`src/rtl/cnn_result_reader.sv`:
```
// CNN_16 result readback engine: owns the external memory port after a CONV,
// streams a block of result words on valid/ready and keeps a running checksum.
module cnn_result_reader #(
    parameter int ADDR_W = 12,
    parameter int DATA_W = 16,
    parameter int LEN_W  = 9
) (
    input  logic              clkn,
    input  logic              rstn,
    input  logic              start,
    input  logic [ADDR_W-1:0] base_adr,
    input  logic [LEN_W-1:0]  length,
    output logic              mem_sel,
    output logic              mem_we,
    output logic [ADDR_W-1:0] mem_adr,
    input  logic [DATA_W-1:0] mem_rdata,
    output logic [DATA_W-1:0] out_data,
    output logic [LEN_W-1:0]  out_index,
    output logic              out_valid,
    input  logic              out_ready,
    output logic              busy,
    output logic              done,
    output logic [DATA_W-1:0] checksum
);

    typedef enum logic [2:0] {
        S_IDLE,
        S_ISSUE,
        S_CAPTURE,
        S_SEND,
        S_FINISH
    } state_t;

    state_t            r_state;
    logic [ADDR_W-1:0] r_base;
    logic [LEN_W-1:0]  r_len;
    logic [LEN_W-1:0]  r_idx;

    logic [LEN_W-1:0]  w_idx_nxt;
    logic [ADDR_W-1:0] w_adr_nxt;
    logic              w_last;
    logic              w_accept;

    // The reader never writes the data memory
    assign mem_we = 1'b0;

    // Next word offset/address; the address adder wraps at the top of memory
    assign w_idx_nxt = r_idx + LEN_W'(1);
    assign w_adr_nxt = r_base + ADDR_W'(w_idx_nxt);
    assign w_last    = (r_idx == r_len - LEN_W'(1));
    assign w_accept  = out_valid & out_ready;

    // Readback sequencer: address is set on entry to ISSUE, data captured a
    // cycle later, then held in SEND until the consumer takes it
    always_ff @(posedge clkn or posedge rstn) begin
        if (rstn) begin
            r_state   <= S_IDLE;
            r_base    <= '0;
            r_len     <= '0;
            r_idx     <= '0;
            mem_sel   <= 1'b0;
            mem_adr   <= '0;
            out_data  <= '0;
            out_index <= '0;
            out_valid <= 1'b0;
            busy      <= 1'b0;
            done      <= 1'b0;
            checksum  <= '0;
        end else begin
            done <= 1'b0;
            unique case (r_state)
                S_IDLE: begin
                    // done is still high in the cycle after FINISH; a start
                    // that lands on it belongs to the finished run
                    if (start && !done) begin
                        r_base   <= base_adr;
                        r_len    <= length;
                        r_idx    <= '0;
                        checksum <= '0;
                        busy     <= 1'b1;
                        if (length == '0) begin
                            r_state <= S_FINISH;
                        end else begin
                            mem_sel <= 1'b1;
                            mem_adr <= base_adr;
                            r_state <= S_ISSUE;
                        end
                    end
                end
                S_ISSUE: begin
                    r_state <= S_CAPTURE;
                end
                S_CAPTURE: begin
                    out_data  <= mem_rdata;
                    out_index <= r_idx;
                    out_valid <= 1'b1;
                    r_state   <= S_SEND;
                end
                S_SEND: begin
                    if (w_accept) begin
                        out_valid <= 1'b0;
                        checksum  <= checksum + out_data;
                        if (w_last) begin
                            mem_sel <= 1'b0;
                            r_state <= S_FINISH;
                        end else begin
                            r_idx   <= w_idx_nxt;
                            mem_adr <= w_adr_nxt;
                            r_state <= S_ISSUE;
                        end
                    end
                end
                S_FINISH: begin
                    mem_sel <= 1'b0;
                    busy    <= 1'b0;
                    done    <= 1'b1;
                    r_state <= S_IDLE;
                end
                default: begin
                    r_state <= S_IDLE;
                end
            endcase
        end
    end

endmodule
```
`config.mk`:
```
export PLATFORM = sky130hd
export DESIGN_NAME = cnn_result_reader
export DESIGN_NICKNAME = d
export VERILOG_FILES = /design/src/rtl/cnn_result_reader.sv
export SDC_FILE = /design/constraint.sdc
export NUM_CORES = 1
export LEC_CHECK = 0
export ABC_CLOCK_PERIOD_IN_PS = 2800
export CORE_UTILIZATION = 48
export CTS_CLUSTER_SIZE = 30
export DETAILED_ROUTE_END_ITERATION = 12
export PLACE_DENSITY = 0.83
export SYNTH_ARGS = -nofsm -noshare
export SYNTH_HDL_FRONTEND = slang
export SYNTH_SLANG_ARGS = --single-unit
```
`constraint.sdc`:
```
create_clock -name clkn -period 2.8 [get_ports clkn]
set_clock_uncertainty 0.1 [all_clocks]
set_input_delay 0.42 -clock clkn [delete_from_list [all_inputs] [get_ports clkn]]
set_output_delay 0.42 -clock clkn [all_outputs]
set_load 0.02 [all_outputs]
```
==> impl_metrics.env, run 1 <==
export IMPL_worstSetupStartpoint="r_idx[4]"
export IMPL_final_util_pct=67.1
export IMPL_grt_usage_pct=23.4
export IMPL_p_sw_uw=3620
export IMPL_cts_path_max_buffers=2
export IMPL_violations="negative setup slack"
export IMPL_post_route_cell_area_um2=6960
export IMPL_r2r_cells=11
export IMPL_swShare_pct=42.1
export IMPL_mostFrequentLayoutCell="clkdlybuf4s50_1"
export IMPL_status="finished, violations left"
export IMPL_antenna_found_initial=0
export IMPL_fin_nets=685
export IMPL_worst_pin_slew_ns=0.748
export IMPL_fmax_mhz=354
export IMPL_finalHoldViolCount=0
export IMPL_drc=0
export IMPL_peakVddDrop_mv=0.638
export IMPL_chipHeight_um=106
export IMPL_worst_setup_path_type="reg -> reg"
export IMPL_seqPwrFrac_pct=27.3
export IMPL_fp_row_count=37
export IMPL_ys_async_sr_fraction_pct=100
export IMPL_yosys_warnings=0
export IMPL_arrival_ns=2.98
export IMPL_setup_tns_ns=-0.0380
export IMPL_setup_viol=2
export IMPL_gp_congestion=0.857
export IMPL_setup_ws_ns=-0.0210
export IMPL_combPwrFrac_pct=61.3
export IMPL_worstSetupEndpoint="mem_adr[10]"
export IMPL_vias=4430
export IMPL_drtAntennaViolNets=0
export IMPL_synth_edf_count=0
export IMPL_timing_rr_start="r_idx[4]"
export IMPL_dr_pass1_iters=5
export IMPL_ys_ff_latch=90
export IMPL_syn_nets=558
export IMPL_fin_crit_ns=2.82
export IMPL_fp_dieW_um=106
export IMPL_drive_gt1_share_pct=23.7
export IMPL_worstReg2RegEnd="mem_adr[10]"
export IMPL_max_slew_margin_pct=49.7
export IMPL_path_max_fanout=5
export IMPL_postRouteWirelength_um=13300
export IMPL_postSynthCellCount=489
export IMPL_powerDensity_nw_per_um2=1230
export IMPL_drv_cap=0
export IMPL_crit_path_start_kind="register"
export IMPL_wl_per_cell_um=17.6
export IMPL_clock_sinks=90
export IMPL_port_buffers=97
export IMPL_diodes=0
export IMPL_yosys_area_top_type="dfrtp_1"
export IMPL_hold_path_class="reg -> reg"
export IMPL_start_util_pct=49.8
export IMPL_ys_seq_area_share_pct=43.6
export IMPL_cts_made_buffers=9
export IMPL_synth_cell_type_count=59
export IMPL_rsz0062_at_grt="true"
export IMPL_n_fill_cell=761
export IMPL_netlist_top_cells_area="dfrtp_1 44%, mux2_2 10%, ha_1 6.3%"
export IMPL_slew_viol_final=0
export IMPL_final_cell_mix="97 x clkdlybuf4s50_1, 90 x dfrtp_1, 46 x mux2_2, 43 x nand2_1, 33 x o21ai_0"
export IMPL_io_pins=99
export IMPL_power_share_clock_pct=11.4
export IMPL_cts_root_buf="clkbuf_8"
export IMPL_grt_pass1_wl_um=20900
export IMPL_hpwlAfterDp_um=8920
export IMPL_htree_levels=3
export IMPL_synth_top_area_share_pct=43.6
export IMPL_drt_initial_drc_count=251
export IMPL_die_area_um2=11200
export IMPL_reg2reg_slack_ns=-0.02
export IMPL_fin_crit_sh_pct=101
export IMPL_tritoncts="done"
export IMPL_required_ns=2.96
export IMPL_synth_avg_cell_area_um2=10.6
export IMPL_placement_cell_area_um2=6470
export IMPL_internal_power_uw=4970
export IMPL_viasPerCell=5.86
export IMPL_leakagePower_uw=0.00310
export IMPL_dp_slack_ns=-0.110
export IMPL_grt_overflow=0
export IMPL_syn2layout_area_growth_pct=34.7
export IMPL_grt_max_degree=91
export IMPL_grt_pass1_vias=4468
export IMPL_cts_clk_slew_worst_paths_ns=0.08
export IMPL_coreArea_um2=10400
export IMPL_clkLatencyLatePin_ns=0.37
export IMPL_synth_area_um2=5170
export IMPL_worstSetupEndpointType="register"
export IMPL_synth_ff_type="dfrtp_1"
## how the worst min path moves through the flow
stage / start / end / slack [ns] / depth (start not counted)
floorplan: r_base[0] / r_base[0] / 0.39 / 1
global placement: checksum[10] / checksum[10] / 0.39 / 2
detailed placement: mem_adr[1] / mem_adr[1] / 0.39 / 1
CTS: out_index[8] / out_index[8] / 0.42 / 1
global route: mem_adr[1] / mem_adr[1] / 0.43 / 1
finish: mem_adr[0] / mem_adr[0] / 0.41 / 1
## power groups by stage
stage	logic, µW	registers [µW]	clock network [µW]
3_5_place_dp	4860	2340	0
6_report	5270	2350	979
4_1_cts	4970	2320	1000
5_1_grt	5720	2420	1050
3_3_place_gp	4670	2310	0
2_1_floorplan	2880	2670	0
## cells by family (layout without fill, tap and decap cells)
family	count (synthesis)	count (layout)	share of synthesized area [%]
AOI/OAI and AO/OA	117	118	14.5
xor gates and xnor gates	32	32	5.42
adders and majority gates	28	28	7.07
buffers and inverters	24	154	2.30
DFF	90	90	43.6
muxes	59	59	13.6
other	1	1	0.0726
and+or+nand+nor	138	138	13.5
## synth_stat cells (2+ instances only)
cell,n
mux2_4,10
nand4_1,2
o21a_1,4
a21oi_1,27
nor3_1,12
nor2b_1,8
o32ai_1,3
xor2_1,16
and2_1,3
xnor2_1,16
ha_1,26
o2111ai_1,2
mux2_2,48
o21bai_1,3
fa_1,2
a21boi_0,2
buf_1,2
nand3_1,11
dfrtp_1,90
o31ai_1,4
o21ai_0,37
inv_1,10
nor4_1,5
nor2_1,31
and3_1,5
or2_2,5
o41ai_1,2
a211oi_1,6
nand2_1,44
clkbuf_1,8
nor3b_1,3
a21o_1,7
nand2b_1,2
a22o_1,8
## final cells by class
type / instances / area [µm²] / share of cell area (%)
tap: 136 / 170 / 2.44
clock buffer: 14 / 193 / 2.77
sequential: 90 / 2250 / 32.3
clock inverter: 1 / 30.0 / 0.431
multi-input combinational: 376 / 3040 / 43.7
timing repair buffer: 129 / 1240 / 17.8
inverter: 10 / 41.3 / 0.593
## timing repair
action,CTS,global route
pin swaps,2,11
gates resized for setup,8,37
cloned,0,1
setup buffers,0,4
hold buffers,0,0
endpoints found under the setup margin,9,14
## critical path: stages, from the launching register on
cell,delay (ns)
dfrtp_1,0.38
and3_1,0.19
and3_1,0.19
nor2b_1,0.14
or2_2,0.32
ha_4,0.21
nor3_4,0.28
nor2_2,0.11
and3_1,0.18
nor4_2,0.27
nor2_1,0.08
mux2_4,0.27
## state kept, by name (all words and copies together), names as in the netlist
signal / cells
checksum: 16
busy: 1
out_data: 16
r_state: 3
r_base: 12
mem_sel: 1
out_index: 9
r_len: 9
r_idx: 9
done: 1
mem_adr: 12
out_valid: 1
## metrics by stage
step / std cells / power, µW / hold slack, ns
4_1_cts: 751 / 8290 / 0.418
6_report: 756 / 8600 / 0.413
2_1_floorplan: 489 / 5550 / 0.386
3_5_place_dp: 736 / 7200 / 0.395
5_1_grt: 756 / 9190 / 0.434
3_3_place_gp: 736 / 6980 / 0.391
## metal layers
metal,track usage [%],part of all wire [%],up-vias
met5,0,0,-
met4,8.33,3.1,0
met3,4.95,5.8,33
met2,41.8,51,181
met1,27.7,40,2184
li1,-,-,2032
Power figures use the tool's default switching activity.
==> run 2: changes to the inputs <==
Settings changed: CAP_MARGIN from default to 20.
==> results of run 2 <==
The final DEF is identical to that of run 1; final timing and power are the same.
==> run 3: changes to the inputs <==
Settings changed: CORE_MARGIN from default to 4, MAX_ROUTING_LAYER from default to met4.
==> run 3 against run 2 <==
Net effect:
- the flow now finishes without violations
- non-clock buffer count increased by 10
- die area rose by 12%
- maximum frequency rose by 1.8%
- register-to-register slack better by 0.05 ns
- routed wire length down 0.13%
- sequential power about the same
- highest routed layer unchanged
==> impl_metrics.env, run 3 (synthesized netlist as in run 1, its figures left out) <==
export IMPL_status="finished, final reports clean"
export IMPL_postRouteWirelength_um=13300
export IMPL_slew_viol_final=0
export IMPL_viasPerCell=5.66
export IMPL_drtAntennaViolNets=0
export IMPL_dr_pass1_iters=5
export IMPL_max_slew_margin_pct=48.5
export IMPL_worst_pin_slew_ns=0.766
export IMPL_final_util_pct=67.3
export IMPL_cts_root_buf="clkbuf_8"
export IMPL_clock_sinks=90
export IMPL_setup_viol=0
export IMPL_cpMostUsedCell="ha_4"
export IMPL_fin_nets=695
export IMPL_cts_clk_slew_worst_paths_ns=0.08
export IMPL_timing_rr_start="r_idx[1]"
export IMPL_cts_path_max_buffers=2
export IMPL_crit_cells=12
export IMPL_drt_initial_drc_count=174
export IMPL_grt_pass1_wl_um=21400
export IMPL_postCtsHoldBufs=0
export IMPL_worstSetupStartpoint="r_idx[1]"
export IMPL_io_pins=99
export IMPL_worstPathCellList="ha_4 -> and3_4 -> nor2b_1 -> or2_4 -> ha_4 -> buf_4 -> nor3_4 -> nor2_2 -> a31oi_1 -> xor2_1 -> o21ai_0 -> mux2_4"
export IMPL_fmax_mhz=361
export IMPL_reg2reg_slack_ns=0.03
export IMPL_grt_usage_pct=21.4
export IMPL_fin_crit_sh_pct=98.9
export IMPL_arrival_ns=2.93
export IMPL_critPathTopFamily="simple AND/OR/NAND/NOR gates"
export IMPL_tritoncts="done"
export IMPL_port_buffers=97
export IMPL_die_area_um2=12500
export IMPL_worst_path_buf_inv=1
export IMPL_grt_overflow=0
export IMPL_drc=0
export IMPL_path_max_fanout=4
export IMPL_hpwlAfterDp_um=9580
export IMPL_mostFrequentLayoutCell="clkdlybuf4s50_1"
export IMPL_worst_setup_path_type="reg -> reg"
export IMPL_leakagePower_uw=0.00311
export IMPL_placement_cell_area_um2=6550
export IMPL_dpl_cell_count=746
export IMPL_clkLatencyLatePin_ns=0.37
export IMPL_layout_cells_non_filler=765
export IMPL_reg_top3="checksum (16), out_data (16)"
export IMPL_final_cell_mix="97 x clkdlybuf4s50_1, 90 x dfrtp_1, 48 x mux2_2, 44 x nand2_1, 39 x buf_4"
export IMPL_fp_row_count=37
export IMPL_vias=4332
export IMPL_htree_levels=3
export IMPL_max_stage_delay_ns=0.41
export IMPL_grt_pass1_vias=4464
export IMPL_r2r_cells=12
export IMPL_chipHeight_um=112
export IMPL_drv_cap=0
export IMPL_cts_made_buffers=9
export IMPL_hold_ws_ns=0.396
export IMPL_peakVddDrop_mv=0.641
export IMPL_syn2layout_area_growth_pct=35.5
export IMPL_hold_path_class="in -> async"
export IMPL_wl_per_cell_um=17.4
export IMPL_critPathSlowestCell="dfrtp_1"
export IMPL_worstReg2RegEnd="mem_adr[8]"
export IMPL_drive_gt1_share_pct=23.7
export IMPL_worstSetupEndpoint="mem_adr[8]"
export IMPL_grt_max_degree=38
export IMPL_required_ns=2.96
export IMPL_finalHoldViolCount=0
export IMPL_coreArea_um2=10400
export IMPL_powerDensity_nw_per_um2=1210
export IMPL_start_util_pct=49.6
export IMPL_diodes=0
export IMPL_gp_congestion=0.952
export IMPL_antenna_found_initial=0
export IMPL_crit_path_start_kind="register"
export IMPL_fin_crit_ns=2.77
export IMPL_post_route_cell_area_um2=7010
export IMPL_fp_dieW_um=112
export IMPL_worstSetupEndpointType="register"
==> run 3: timing repair <==
item                                    in CTS  in global routing
gates resized for setup                      9                 29
pin swaps                                    1                 13
gates cloned                                 0                  1
endpoints found under the setup margin       8                 13
buffers inserted                             0                  4
==> run 3: area by class of cell <==
class                      count  area (µm²)
tap                          136         170
clock buffer                  11         141
sequential                    90        2250
multi-input combinational    376        3020
fill                         818        3410
inverter                      10        41.3
timing repair buffer         139        1320
clock inverter                 3        65.1
==> run 3: layer usage <==
layer  track usage, %  share of wire, %  routed length [µm]  vias up
li1                 -                 -                   -     2044
met1             25.5                41                5500     2123
met2             36.0                51                6730      138
met3             3.48               5.7                 764       27
met4             8.52               2.4                 322        0
met5                -                 0                   0        -
==> run 3: power breakdown <==
part | internal [µW] | leakage [µW] | switching [µW]
Sequential | 1840 | 0.00113 | 509
Combinational | 2610 | 0.00187 | 2580
Clock | 517 | 0.000105 | 448
==> run 3: worst min path at each step <==
| stage | startpoint | end | slack [ns] | depth (start not counted) |
|---|---|---|---|---|
| after floorplan | r_base[0] | r_base[0] | 0.39 | 1 |
| after global placement | checksum[2] | checksum[2] | 0.39 | 2 |
| after detailed placement | out_index[1] | out_index[1] | 0.40 | 1 |
| after CTS | out_index[8] | out_index[8] | 0.42 | 1 |
| after global routing | mem_adr[1] | mem_adr[1] | 0.43 | 1 |
| final | rstn | out_data[11] | 0.40 | 2 |
==> run 3: per-stage QoR <==
step,total power [µW],worst slack (ns),setup TNS (ns)
CTS,8270,-0.00218,-0.00338
global placement,7070,-0.0931,-0.154
floorplan,5550,0.00621,0
finish,8500,0.0296,0
global route,9140,-0.0805,-0.238
detailed placement,7260,-0.122,-0.422
